<file path="src/rtl/fwd_pkg.sv">
// Shared definitions for the ID/EX forwarding and hazard unit:
// the register-file select code and the width/encoding helpers.
package fwd_pkg;

  // Operand mux select that reads the register file (no bypass).
  localparam int SEL_RF = 0;

  // Width of a per-operand select field for a given number of bypass stages.
  function automatic int sel_w(input int num_stg);
    return $clog2(num_stg + 1);
  endfunction

  // Width of a scoreboard countdown able to hold a latency of max_lat.
  function automatic int cnt_w(input int max_lat);
    return $clog2(max_lat + 1);
  endfunction

  // Select code for bypass stage k; code 0 is reserved for the register file.
  function automatic int sel_enc(input int k);
    return k + 1;
  endfunction

endpackage

</file>
<file path="src/rtl/fwd_src_sel.sv">
// One source operand's bypass selection: finds the youngest stage writing
// the operand's register and reports the mux select plus any hazard.
module fwd_src_sel
  import fwd_pkg::*;
#(
  parameter int REG_AW  = 4,
  parameter int NUM_STG = 2,
  parameter int SEL_W   = 2
) (
  input  logic                       forwarding,
  input  logic                       src_valid,
  input  logic [REG_AW-1:0]          src_addr,
  input  logic                       src_busy,
  input  logic [NUM_STG-1:0]         stg_wb_en,
  input  logic [NUM_STG*REG_AW-1:0]  stg_wb_dest,
  input  logic [NUM_STG-1:0]         stg_ready,
  output logic [SEL_W-1:0]           sel,
  output logic                       hazard
);

  logic hit;
  logic hit_rdy;
  int   hit_k;

  // Scan oldest to youngest so the youngest matching stage overwrites older ones.
  always_comb begin
    hit     = 1'b0;
    hit_rdy = 1'b0;
    hit_k   = 0;
    sel     = SEL_W'(SEL_RF);
    hazard  = 1'b0;
    for (int k = NUM_STG - 1; k >= 0; k--) begin
      if (stg_wb_en[k] && (stg_wb_dest[k*REG_AW +: REG_AW] == src_addr)) begin
        hit     = 1'b1;
        hit_rdy = stg_ready[k];
        hit_k   = k;
      end
    end
    if (src_valid) begin
      if (forwarding) begin
        if (hit) begin
          sel    = SEL_W'(sel_enc(hit_k));
          hazard = !hit_rdy;
        end
      end else begin
        hazard = hit;
      end
      // A multi-cycle producer still in flight is not on any stage yet.
      if (src_busy) hazard = 1'b1;
    end
  end

endmodule

</file>
<file path="src/rtl/fwd_hazard_unit.sv">
// ID/EX forwarding and hazard unit: per-operand bypass selection, a
// per-register countdown scoreboard for multi-cycle producers, stall
// generation and a saturating stall-cycle counter.
module fwd_hazard_unit
  import fwd_pkg::*;
#(
  parameter int REG_AW  = 4,
  parameter int NUM_SRC = 3,
  parameter int NUM_STG = 2,
  parameter int MAX_LAT = 4,
  parameter int SEL_W   = sel_w(NUM_STG),
  parameter int CNT_W   = cnt_w(MAX_LAT)
) (
  input  logic                       clk,
  input  logic                       rst_n,
  input  logic                       forwarding,
  input  logic [NUM_SRC-1:0]         src_valid,
  input  logic [NUM_SRC*REG_AW-1:0]  src_addr,
  input  logic [NUM_STG-1:0]         stg_wb_en,
  input  logic [NUM_STG*REG_AW-1:0]  stg_wb_dest,
  input  logic [NUM_STG-1:0]         stg_ready,
  input  logic                       issue_valid,
  input  logic                       issue_wb_en,
  input  logic [REG_AW-1:0]          issue_dest,
  input  logic [CNT_W-1:0]           issue_lat,
  input  logic                       flush,
  output logic [NUM_SRC*SEL_W-1:0]   sel_src,
  output logic                       stall,
  output logic [2**REG_AW-1:0]       busy_mask,
  output logic [15:0]                stall_cnt
);

  localparam int NREG = 2**REG_AW;

  logic [CNT_W-1:0]         count [NREG];
  logic [NUM_SRC*SEL_W-1:0] sel_raw;
  logic [NUM_SRC-1:0]       src_hazard;
  logic                     waw_hazard;
  logic                     accept;
  logic [CNT_W-1:0]         lat_clamped;

  // Busy flag per register straight from the countdowns.
  always_comb begin
    busy_mask = '0;
    for (int r = 0; r < NREG; r++) busy_mask[r] = (count[r] != '0);
  end

  for (genvar i = 0; i < NUM_SRC; i++) begin : g_src
    fwd_src_sel #(
      .REG_AW  (REG_AW),
      .NUM_STG (NUM_STG),
      .SEL_W   (SEL_W)
    ) u_src_sel (
      .forwarding  (forwarding),
      .src_valid   (src_valid[i]),
      .src_addr    (src_addr[i*REG_AW +: REG_AW]),
      .src_busy    (busy_mask[src_addr[i*REG_AW +: REG_AW]]),
      .stg_wb_en   (stg_wb_en),
      .stg_wb_dest (stg_wb_dest),
      .stg_ready   (stg_ready),
      .sel         (sel_raw[i*SEL_W +: SEL_W]),
      .hazard      (src_hazard[i])
    );
  end

  // Combine operand and WAW hazards into stall; selects forced to regfile in reset.
  always_comb begin
    waw_hazard  = issue_valid && issue_wb_en && busy_mask[issue_dest];
    stall       = issue_valid && ((|src_hazard) || waw_hazard);
    accept      = issue_valid && !stall && !flush;
    lat_clamped = (issue_lat > CNT_W'(MAX_LAT)) ? CNT_W'(MAX_LAT) : issue_lat;
    sel_src     = rst_n ? sel_raw : '0;
  end

  // Scoreboard countdowns: flush clears, an accepted multi-cycle issue loads, otherwise count down.
  always_ff @(posedge clk or negedge rst_n) begin
    if (!rst_n) begin
      for (int r = 0; r < NREG; r++) count[r] <= '0;
    end else begin
      for (int r = 0; r < NREG; r++) begin
        if (flush) begin
          count[r] <= '0;
        end else if (accept && issue_wb_en && (issue_dest == REG_AW'(r)) && (issue_lat != '0)) begin
          count[r] <= lat_clamped;
        end else if (count[r] != '0) begin
          count[r] <= count[r] - 1'b1;
        end
      end
    end
  end

  // Saturating count of cycles spent stalled; flushed cycles are not counted.
  always_ff @(posedge clk or negedge rst_n) begin
    if (!rst_n) begin
      stall_cnt <= '0;
    end else if (stall && !flush && (stall_cnt != 16'hFFFF)) begin
      stall_cnt <= stall_cnt + 16'd1;
    end
  end

endmodule

</file>
<file path="config.mk">
export PLATFORM = sky130hd
export DESIGN_NAME = fwd_hazard_unit
export DESIGN_NICKNAME = d
export VERILOG_FILES = /design/src/rtl/fwd_pkg.sv /design/src/rtl/fwd_src_sel.sv /design/src/rtl/fwd_hazard_unit.sv
export SDC_FILE = /design/constraint.sdc
export NUM_CORES = 1
export LEC_CHECK = 0
export ABC_AREA = 1
export CORE_ASPECT_RATIO = 0.75
export CORE_MARGIN = 3
export CORE_UTILIZATION = 50
export CTS_CLUSTER_SIZE = 24
export DETAILED_ROUTE_END_ITERATION = 10
export PLACE_DENSITY = 0.8
export SLEW_MARGIN = 10
export SYNTH_ARGS = -nofsm -noshare
export SYNTH_HDL_FRONTEND = slang
export SYNTH_SLANG_ARGS = --single-unit
</file>
<file path="constraint.sdc">
create_clock -name clk -period 2.8 [get_ports clk]
set_clock_uncertainty 0.2 [all_clocks]
set_input_delay 0.56 -clock clk [delete_from_list [all_inputs] [get_ports clk]]
set_output_delay 0.56 -clock clk [all_outputs]
set_load 0.05 [all_outputs]
</file>
==> reports/metrics.cfg, run 1 <==
[floorplanning]
die_h_um=101
die-area_sq_mm=0.0133
core_area_sq_mm=0.0113
start_util=0.530
dieWidth_um=132
io_pins=79
placementRows=33

[drt]
routed_wl_um=22000
vias=7545
route.detailed.drc=0
ant_nets=0
drt_first_iter_violations=911
wl_per_cell_um=16.7
drtPass1Iterations=6
viasPerCell=5.74

[synth]
synth_edf_count=0
ys.flop_type=dfrtp_1
netlist.area_leader.share=0.268
synth.avg_cell_area_sq_um=6.25
ys_types=30
synth_top_area_cell=dfrtp_1
syn_inst=955
synth_most_common_cell=nand2_1
synth_common_cells=365 x nand2_1, 146 x inv_1, 90 x nand4_1
synthTopCellsByArea=dfrtp_1 27%, nand2_1 23%, nand4_1 9.4%, inv_1 9.2%, ha_1 6.9%
yosysSeqAreaShare=0.268
synth_warnings=0
synth-async-reset-ratio=1.00
synth.cell_area_sq_mm=0.00597
ys_seq_elements=64
syn_nets=1028

[job]
max-cap-violations=0

[worst_setup_path]
path_max_fanout=7
crit_type=reg2reg
path_cells=inv_2, ha_4, ha_4, buf_6, a22oi_2, nand2_1, nand2_1, nand2_1, inv_1, nand3_2, nand2_2, nor2_4, buf_4, buf_12, buf_12, nor3_4, buf_6, buf_12, nand2_1, nand2_1, nand2_1
slowest_stage=dfrtp_1
endpoint_kind=flop
worstPathArrival_ns=3.10
slowest_delay_ns=0.39
worstSetupStartpointType=flop
critPathMostFrequentCell=nand2_1
path_buf_inv=8
required_ns=2.84
path_delay_family=buffers and inverters

[final_layout]
nets=1226
post-route-util=0.815
area_growth_pct=53.9
design_area_sq_mm=0.00919
drive_above_1_share=0.293
fillerInstances=660
diodes=0
multi_input_area_sq_mm=0.00438
stdcell_count=1315
seqCellArea_sq_mm=0.00160

[sta]
setup_tns_ns=-6.98
relSlewSlack=0.438
min_period_ns=3.07
finalHoldViolCount=0
slew_violations=0
tightest_slew_ns=0.843
worst_slack_ns=-0.266
rsz0062_at_grt=yes
setup_violations=65
max_freq_ghz=0.326
fin_crit_sh=1.09

[clock_tree]
clock_path_buffers=2
htree_levels=3
cts_sinks=64
cts-root-buf=clkbuf_16
cts_tree=done
clkTransAtPathRegs_ns=0.06
clkLatencyLatePin_ns=0.35
cts-buffers-inserted=9

[grt]
grt_overflow=0
grt_max_degree=64
grt_pass1_vias=6471
antenna_found_initial=0
grt_pass1_wl_um=30800
track_usage=0.279

[place]
gp_congestion=0.943
portBuffers=78
hpwl_um=13100
dp_cells=1247
place_area_sq_mm=0.00755

[power_and_ir_drop]
power_frac_seq=0.167
p_int_mw=4.55
leakagePower_nw=4.58
power.switching_mw=4.22
combPwrFrac=0.699
ir_drop_mv=0.843
clkPwrFrac=0.134
power.density_mw_per_mm2=955
switching_share=0.481

[worst_hold_path]
hold_path.class=reg2reg

[run_status]
violations=setup timing
status=finished, violations left

-- cell type report --
type                    instances  area share
clock inverters                 6     0.00735
repair buffers                226       0.228
flip-flops and latches         64       0.174
multi-input cells             692       0.476
clock buffers                  10      0.0260
repair inverters                1    0.000817
well taps                     157      0.0214
inverters                     159      0.0652
-- stage by stage --
step | hold slack [ns] | total power, mW | setup WS (ns)
after floorplan | 0.0644 | 4.45 | -0.442
after global placement | 0.203 | 5.86 | -0.370
after detailed placement | 0.203 | 5.95 | -0.414
after CTS | 0.282 | 7.80 | -0.113
after global routing | 0.304 | 9.36 | -0.340
final | 0.281 | 8.78 | -0.266
-- metal layers --
metal / wire length (um) / track usage / share of wire
met5: 0 / 0 / 0
met4: 689 / 0.0751 / 0.031
met3: 2160 / 0.0564 / 0.098
met2: 10400 / 0.461 / 0.47
met1: 8690 / 0.378 / 0.40
-- sequential cells by signal, summed over array words and instances (netlist names) --
| register | count |
|---|---|
| count | 48 |
| stall_cnt | 16 |
-- power by group through the flow --
stage	logic, mW	clock network (mW)	registers, mW
final	6.13	1.17	1.47
after global routing	6.64	1.22	1.51
after CTS	5.18	1.18	1.44
after detailed placement	4.51	0	1.44
after global placement	4.42	0	1.44
after floorplan	2.81	0	1.64
-- cells by family after synthesis --
| group | Yosys count | share of synthesized area |
|---|---|---|
| and+or+nand+nor | 589 | 0.445 |
| adders and majority gates | 33 | 0.0691 |
| AOI/OAI and AO/OA | 52 | 0.0557 |
| buffers and inverters | 199 | 0.136 |
| DFF | 64 | 0.268 |
| xor gates and xnor gates | 18 | 0.0264 |
-- worst register-to-register path: stages, from the launching register on --
cell,delay [ns]
dfrtp_1,0.39
inv_2,0.07
ha_4,0.16
ha_4,0.18
buf_6,0.14
a22oi_2,0.20
nand2_1,0.09
nand2_1,0.09
nand2_1,0.06
inv_1,0.08
nand3_2,0.08
nand2_2,0.09
nor2_4,0.06
buf_4,0.14
buf_12,0.14
buf_12,0.13
nor3_4,0.21
buf_6,0.13
buf_12,0.12
nand2_1,0.07
nand2_1,0.07
nand2_1,0.06
-- repair_timing --
| action | CTS | global route |
|---|---|---|
| endpoints found under the setup margin | 60 | 71 |
| buffers inserted | 11 | 33 |
| gates cloned | 1 | 6 |
| gates resized for setup | 106 | 107 |
| endpoints found under the hold margin | 1 | 0 |
| pin swaps | 32 | 48 |
| hold buffers | 1 | 0 |
-- cells in the final DEF (no fill, tap or decap), drive strengths merged --
| cell | count |
|---|---|
| a21oi | 22 |
| o21ai | 21 |
| o21a | 1 |
| dfrtp | 64 |
| xnor2 | 6 |
| clkinv | 2 |
| ha | 33 |
| inv | 160 |
| dlygate4sd3 | 1 |
| nand4 | 90 |
| clkinvlp | 3 |
| bufinv | 1 |
| clkbuf | 16 |
| dlymetal6s2s | 2 |
| o211ai | 1 |
| dlygate4sd2 | 19 |
| clkdlybuf4s15 | 1 |
| buf | 166 |
| a22oi | 3 |
| nor4 | 9 |
| nor3 | 10 |
| nor2 | 44 |
| nand2 | 366 |
| o22ai | 4 |
| clkdlybuf4s50 | 31 |
| xor2 | 12 |
| nand3 | 70 |
-- path summary, 6_finish.rpt --
check	slack, ns	from	cells past startpoint	end
worst min-delay path	0.28	count[5]	2	count[5]
worst max register to register	-0.27	count[9]	21	stall_cnt[6]
min in group asynchronous	0.39	rst_n	2	count[8]
worst min register to register	0.28	count[5]	2	count[5]
max in group asynchronous	0.94	rst_n	3	count[46]
worst max-delay path	-0.27	count[9]	21	stall_cnt[6]
(Power assumes the default switching activity.)
==> run 2, diff against run 1 <==
--- a/config.mk
+++ b/config.mk
@@ -6,13 +6,14 @@
 export NUM_CORES = 1
 export LEC_CHECK = 0
 export ABC_AREA = 1
+export CELL_PAD_IN_SITES_DETAIL_PLACEMENT = 1
+export CELL_PAD_IN_SITES_GLOBAL_PLACEMENT = 2
 export CORE_ASPECT_RATIO = 0.75
 export CORE_MARGIN = 3
-export CORE_UTILIZATION = 50
+export CORE_UTILIZATION = 27
 export CTS_CLUSTER_SIZE = 24
 export DETAILED_ROUTE_END_ITERATION = 10
-export PLACE_DENSITY = 0.8
-export SLEW_MARGIN = 10
+export PLACE_DENSITY = 0.81
 export SYNTH_ARGS = -nofsm -noshare
 export SYNTH_HDL_FRONTEND = slang
 export SYNTH_SLANG_ARGS = --single-unit
==> run 2 against run 1 <==
  * The run still ends with setup timing left
  * Sequential power about the same
  * Die area increased by 80%
  * Highest routed layer unchanged
  * Setup slack improved by 0.068 ns
  * Non-clock buffer count increased by 15
==> reports/metrics.cfg, run 2 (synthesis results as in run 1) <==
[run_status]
status=finished, violations left  ; unchanged
violations=setup timing  ; unchanged

[final_layout]
largest_reg_flops=48  ; unchanged
layout_common_cells=337 x nand2_1, 152 x buf_4, 129 x inv_1  ; was 344 x nand2_1, 142 x buf_4, 120 x inv_1
top_register=count  ; unchanged
design_area_sq_mm=0.00958  ; was 0.00919 sq mm
multi_input_area_sq_mm=0.00442  ; was 0.00438 sq mm
drive_above_1_share=0.314  ; was 0.293
largestRegisters=count x48, stall_cnt x16  ; unchanged
seqCellArea_sq_mm=0.00160  ; unchanged
diodes=0  ; unchanged
stdcell_count=1460  ; was 1315
area_growth_pct=60.4  ; was 53.9%
fillerInstances=2699  ; was 660
nets=1240  ; was 1226
final_common_cell=nand2_1  ; unchanged

[clock_tree]
cts_tree=done  ; unchanged
cts_sinks=64  ; unchanged
htree_levels=3  ; unchanged
cts-root-buf=clkbuf_16  ; unchanged
clock_path_buffers=2  ; unchanged
clkTransAtPathRegs_ns=0.06  ; about the same
cts-buffers-inserted=9  ; unchanged
clkLatencyLatePin_ns=0.35  ; about the same

[floorplanning]
die-area_sq_mm=0.0240  ; was 0.0133 sq mm
dieWidth_um=178  ; was 132 um
placementRows=46  ; was 33
core_area_sq_mm=0.0214  ; was 0.0113 sq mm
die_h_um=135  ; was 101 um
io_pins=79  ; unchanged
start_util=0.279  ; was 0.530

[drt]
vias=7057  ; was 7545
ant_nets=0  ; unchanged
route.detailed.drc=0  ; unchanged
drt_first_iter_violations=371  ; was 911
wl_per_cell_um=16.1  ; was 16.7 um
viasPerCell=4.83  ; was 5.74
routed_wl_um=23600  ; was 22000 um
drtPass1Iterations=5  ; was 6

[worst_setup_path]
endpoint_kind=output pin  ; was flop
crit_type=reg2out  ; was reg2reg
reg2reg_depth=20  ; was 21
rrSetupSlack_ns=-0.12  ; was -0.27 ns
rr_endpoint=stall_cnt[5]  ; was stall_cnt[6]
path_max_fanout=3  ; was 7
regToRegStartpoint=count[33]  ; was count[9]
worstPathArrival_ns=2.24  ; was 3.10 ns
required_ns=2.04  ; was 2.84 ns
worstSetupStartpointType=flop  ; unchanged

[sta]
tightest_slew_ns=0.599  ; was 0.843 ns
max_freq_ghz=0.334  ; was 0.326 GHz
worst_slack_ns=-0.198  ; was -0.266 ns
rsz0062_at_grt=yes  ; unchanged
relSlewSlack=0.601  ; was 0.438
finalHoldViolCount=0  ; unchanged
fin_crit_sh=1.07  ; was 1.09
setup_violations=43  ; was 65
slew_violations=0  ; unchanged
min_period_ns=3.00  ; was 3.07 ns

[grt]
antenna_found_initial=0  ; unchanged
grt_pass1_wl_um=37400  ; was 30800 um
grt_pass1_vias=7140  ; was 6471
grt_max_degree=48  ; was 64
track_usage=0.194  ; was 0.279
grt_overflow=0  ; unchanged

[place]
dp_cells=1405  ; was 1247
place_area_sq_mm=0.00796  ; was 0.00755 sq mm
portBuffers=78  ; unchanged
post-place-ws_ns=-0.519  ; was -0.414 ns
hpwl_um=17000  ; was 13100 um
gp_congestion=0.853  ; was 0.943

[job]
max-cap-violations=0  ; unchanged

[power_and_ir_drop]
ir_drop_mv=0.438  ; was 0.843 mV
power.density_mw_per_mm2=940  ; was 955 mW/mm^2
leakagePower_nw=4.68  ; was 4.58 nW

[worst_hold_path]
hold_path.class=in2async  ; was reg2reg

run 2: cell count changes in the layout (fill, tap and decap cells not counted), moves of 4 or more:
cell             before  now
clkdlybuf4s15_2       0    6
o21ai_2               0    4
nand2_2              22   29
inv_1               120  129
o21ai_1              19   15
buf_4               142  152
dlygate4sd2_1        19    7
nand2_1             344  337
inv_2                38   27
buf_12               13   18
run 2: worst max path at each step:
stage,depth (start not counted),start,end
final,16,count[33],stall
after global routing,16,count[33],stall
after floorplan,15,count[18],stall
after detailed placement,15,src_addr[0],count[3]
after CTS,13,count[30],stall
after global placement,12,src_addr[0],stall
run 2: worst max-delay path, cell delays in order (launching register included):
cell and delay [ns]:
dfrtp_1 0.40, inv_2 0.09, ha_4 0.14, ha_4 0.16, buf_6 0.10, nand2_2 0.05
nand3_2 0.08, nand2_2 0.06, nand2_2 0.07, nand3_2 0.06, nand2_2 0.06, nand3_2 0.07
nand2_2 0.11, nand2_2 0.07, nor2_4 0.17, nor2_4 0.06, buf_8 0.15
run 2: repair_timing:
| item | 4_1_cts | 5_1_grt |
|---|---|---|
| buffers inserted | 14 | 21 |
| pin swaps | 35 | 56 |
| hold buffers | 0 | 0 |
| resized for setup | 147 | 101 |
| endpoints found under the setup margin | 71 | 70 |
| gates cloned | 0 | 6 |
run 2: per-layer routing:
| metal | vias to the layer above | global-route usage | routed length, um |
|---|---|---|---|
| met1 | 3428 | 0.285 | 11700 |
| met5 | - | 0 | 0 |
| met2 | 96 | 0.306 | 10900 |
| li1 | 3517 | - | - |
| met4 | 0 | 0.0384 | 188 |
| met3 | 16 | 0.0233 | 751 |
run 2: final cells by class:
type	instances	area share
multi-input cells	692	0.461
clock buffers	9	0.0235
repair buffers	241	0.240
flip-flops and latches	64	0.167
well taps	288	0.0376
inverters	159	0.0631
clock inverters	7	0.00745
run 2: stage by stage:
step / hold WS [ns] / util / setup TNS [ns] / power [mW]
2_1_floorplan: 0.0644 / - / -0.442 / 4.45
3_3_place_gp: 0.265 / 0.372 / -24.91 / 6.36
3_5_place_dp: 0.265 / 0.372 / -28.94 / 6.47
4_1_cts: 0.0879 / 0.416 / -1.41 / 8.46
5_1_grt: 0.109 / 0.447 / -16.42 / 9.76
6_report: 0.102 / 0.447 / -2.53 / 9.00
run 2: where the power goes:
group	leakage (nW)	switching, mW	internal, mW	total, mW
clock network	0.150	0.467	0.690	1.16
logic	3.69	3.55	2.83	6.38
registers	0.842	0.220	1.24	1.46
total	4.68	4.24	4.76	9.00
==> run 3, diff against run 2 <==
--- a/config.mk
+++ b/config.mk
@@ -10,10 +10,10 @@
 export CELL_PAD_IN_SITES_GLOBAL_PLACEMENT = 2
 export CORE_ASPECT_RATIO = 0.75
 export CORE_MARGIN = 3
-export CORE_UTILIZATION = 27
+export CORE_UTILIZATION = 33
 export CTS_CLUSTER_SIZE = 24
 export DETAILED_ROUTE_END_ITERATION = 10
-export PLACE_DENSITY = 0.81
+export PLACE_DENSITY = 0.92
 export SYNTH_ARGS = -nofsm -noshare
 export SYNTH_HDL_FRONTEND = slang
 export SYNTH_SLANG_ARGS = --single-unit
==> constraint.sdc (replaced) <==
create_clock -name clk -period 3.7 [get_ports clk]
set_clock_uncertainty 0.2 [all_clocks]
set_input_delay 0.74 -clock clk [delete_from_list [all_inputs] [get_ports clk]]
set_output_delay 0.74 -clock clk [all_outputs]
set_load 0.05 [all_outputs]
==> run 3 against run 2 <==
  * The flow now finishes without violations
  * Global-route usage up 2.0 points
  * Clock power down 28%
  * Critical path depth down 4
  * Sequential share of layout area up 4.8 points
  * Via count down 8.3%
  * First-iteration DRC count down 3.0%
  * Core utilization down 1.6 points
  * Cell count down 13%
  * Routed wire length down 12%
  * Setup slack better by 0.32 ns
==> reports/metrics.cfg, run 3 (synthesis results as in run 1) <==
[final_layout]
area_growth_pct=24.9  ; was 60.4%
final_common_cell=nand2_1  ; unchanged
diodes=0  ; unchanged
stdcell_count=1273  ; was 1460
drive_above_1_share=0.104  ; was 0.314
layout_common_cells=365 x nand2_1, 146 x inv_1, 90 x nand4_1  ; was 337 x nand2_1, 152 x buf_4, 129 x inv_1
seqCellArea_sq_mm=0.00160  ; unchanged
largestRegisters=count x48, stall_cnt x16  ; unchanged
nets=1105  ; was 1240
fillerInstances=2296  ; was 2699
post-route-util=0.431  ; was 0.447
largest_reg_flops=48  ; unchanged
design_area_sq_mm=0.00746  ; was 0.00958 sq mm
multi_input_area_sq_mm=0.00360  ; was 0.00442 sq mm
top_register=count  ; unchanged

[floorplanning]
placementRows=41  ; was 46
core_area_sq_mm=0.0173  ; was 0.0214 sq mm
die-area_sq_mm=0.0198  ; was 0.0240 sq mm
io_pins=79  ; unchanged
start_util=0.345  ; was 0.279
dieWidth_um=161  ; was 178 um
die_h_um=123  ; was 135 um

[worst_setup_path]
endpoint_kind=output pin  ; unchanged
path_max_fanout=4  ; was 3
slowest_delay_ns=0.51  ; was 0.40 ns
crit_type=in2out  ; was reg2out
crit_path_start=stg_wb_dest[0]  ; was count[33]
regToRegStartpoint=count[42]  ; was count[33]
critPathMostFrequentCell=nand3_1  ; was nand2_2
required_ns=2.76  ; was 2.04 ns
worstSetupStartpointType=input pin  ; was flop
worstPathArrival_ns=2.64  ; was 2.24 ns
path_cells=clkdlybuf4s50_1, inv_1, o21ai_0, nor2_1, nand3_1, nand3_1, nand3_1, nand2_1, nand2_1, nor2_4, nor2_1, buf_4  ; was inv_2, ha_4, ha_4, buf_6, nand2_2, nand3_2, nand2_2, nand2_2, nand3_2, nand2_2, nand3_2, nand2_2, nand2_2, nor2_4, nor2_4, buf_8
slowest_stage=clkdlybuf4s50_1  ; was dfrtp_1

[sta]
relSlewSlack=0.507  ; was 0.601
min_period_ns=3.58
slew_violations=0  ; unchanged
max_freq_ghz=0.279
tightest_slew_ns=0.732  ; was 0.599 ns
hold_ws_ns=0.273  ; was 0.102 ns
setup_violations=0  ; was 43
fin_crit_sh=0.968
finalHoldViolCount=0  ; unchanged
setup_tns_ns=0  ; was -2.53 ns

[clock_tree]
cts-root-buf=clkbuf_16  ; unchanged
htree_levels=3  ; unchanged
cts_sinks=64  ; unchanged
clkTransAtPathRegs_ns=0.06  ; about the same
clock_path_buffers=2  ; unchanged
clkLatencyLatePin_ns=0.35  ; about the same
cts-buffers-inserted=9  ; unchanged
cts_tree=done  ; unchanged

[place]
dp_cells=1255  ; was 1405
hpwl_um=16000  ; was 17000 um
portBuffers=78  ; unchanged
place_area_sq_mm=0.00712  ; was 0.00796 sq mm
gp_congestion=0.853  ; about the same

[drt]
wl_per_cell_um=16.3  ; was 16.1 um
ant_nets=0  ; unchanged
routed_wl_um=20800  ; was 23600 um
drtPass1Iterations=5  ; unchanged
drt_first_iter_violations=360  ; was 371
viasPerCell=5.08  ; was 4.83
route.detailed.drc=0  ; unchanged
vias=6468  ; was 7057

[grt]
antenna_found_initial=1  ; was 0
track_usage=0.214  ; was 0.194
grt_pass1_vias=6495  ; was 7140
grt_pass1_wl_um=33700  ; was 37400 um
grt_max_degree=63  ; was 48
grt_overflow=0  ; unchanged

[run_status]
status=completed  ; was finished, violations left

[power_and_ir_drop]
p_int_mw=2.57  ; was 4.76 mW
power.density_mw_per_mm2=713  ; was 940 mW/mm^2
leakagePower_nw=3.81  ; was 4.68 nW
power.switching_mw=2.75  ; was 4.24 mW
switching_share=0.517  ; was 0.471
clkPwrFrac=0.157  ; was 0.129
combPwrFrac=0.638  ; was 0.709
power_frac_seq=0.205  ; was 0.162
ir_drop_mv=0.491  ; was 0.438 mV

[job]
max-cap-violations=0  ; unchanged

[worst_hold_path]
hold_path.class=in2async  ; unchanged

==> run 3: cell count changes in the layout (fill, tap and decap cells not counted), sizes merged <==
cell           previous run  this run
buf                     182        36
bufinv                    1         0
clkbuf                   19        12
clkdlybuf4s15             9         0
clkdlybuf4s50            31        66
clkinv                    5         2
clkinvlp                  0         2
dlygate4sd2               7         0
dlymetal6s2s              2         4
inv                     160       159
==> run 3: worst max-delay path: cells and delay by family <==
family                 cells  cell delay [ns]
AO/OA/AOI/OAI              1             0.11
AND/OR/NAND/NOR            8             0.90
buffers and inverters      3             0.89
==> run 3: worst paths after layout <==
kind | endpoint | slack, ns | cells after the start
min in group clk | count[4] | 0.28 | 2
worst max register to register | count[22] | 0.40 | 19
worst max-delay path | stall | 0.12 | 12
worst min-delay path | count[21] | 0.27 | 2
worst min register to register | count[4] | 0.28 | 2
max in group asynchronous | count[30] | 2.45 | 2
==> run 3: layout make-up <==
type                    instances  share of cell area
clock buffers                  12              0.0344
clock inverters                 4             0.00386
inverters                     159              0.0800
multi-input cells             692               0.483
flip-flops and latches         64               0.215
well taps                     236              0.0396
repair buffers                106               0.145
==> run 3: metal layers <==
metal	up-vias	GRT usage	part of all wire
met2	120	0.328	0.44
met3	17	0.0442	0.044
met5	-	0	0
met4	0	0.0430	0.010
met1	3109	0.313	0.51
li1	3222	-	-
==> run 3: metrics by stage <==
stage | worst slack, ns | power, mW
finish | 0.120 | 5.32
global route | -0.00321 | 5.79
CTS | 0.0134 | 5.32
detailed placement | 0.0141 | 4.44
global placement | 0.111 | 4.36
floorplan | 0.00707 | 3.36
==> run 3: power by group through the flow <==
| stage | Clock, mW | Combinational, mW | Sequential [mW] |
|---|---|---|---|
| 3_5_place_dp | 0 | 3.34 | 1.10 |
| 2_1_floorplan | 0 | 2.12 | 1.24 |
| 6_report | 0.833 | 3.39 | 1.09 |
| 5_1_grt | 0.885 | 3.77 | 1.13 |
| 4_1_cts | 0.858 | 3.37 | 1.09 |
| 3_3_place_gp | 0 | 3.27 | 1.09 |
==> run 3: timing repair <==
action,CTS,global route
gates resized for setup,0,14
hold buffers,0,0
setup endpoints to repair,0,1
buffers inserted,0,2
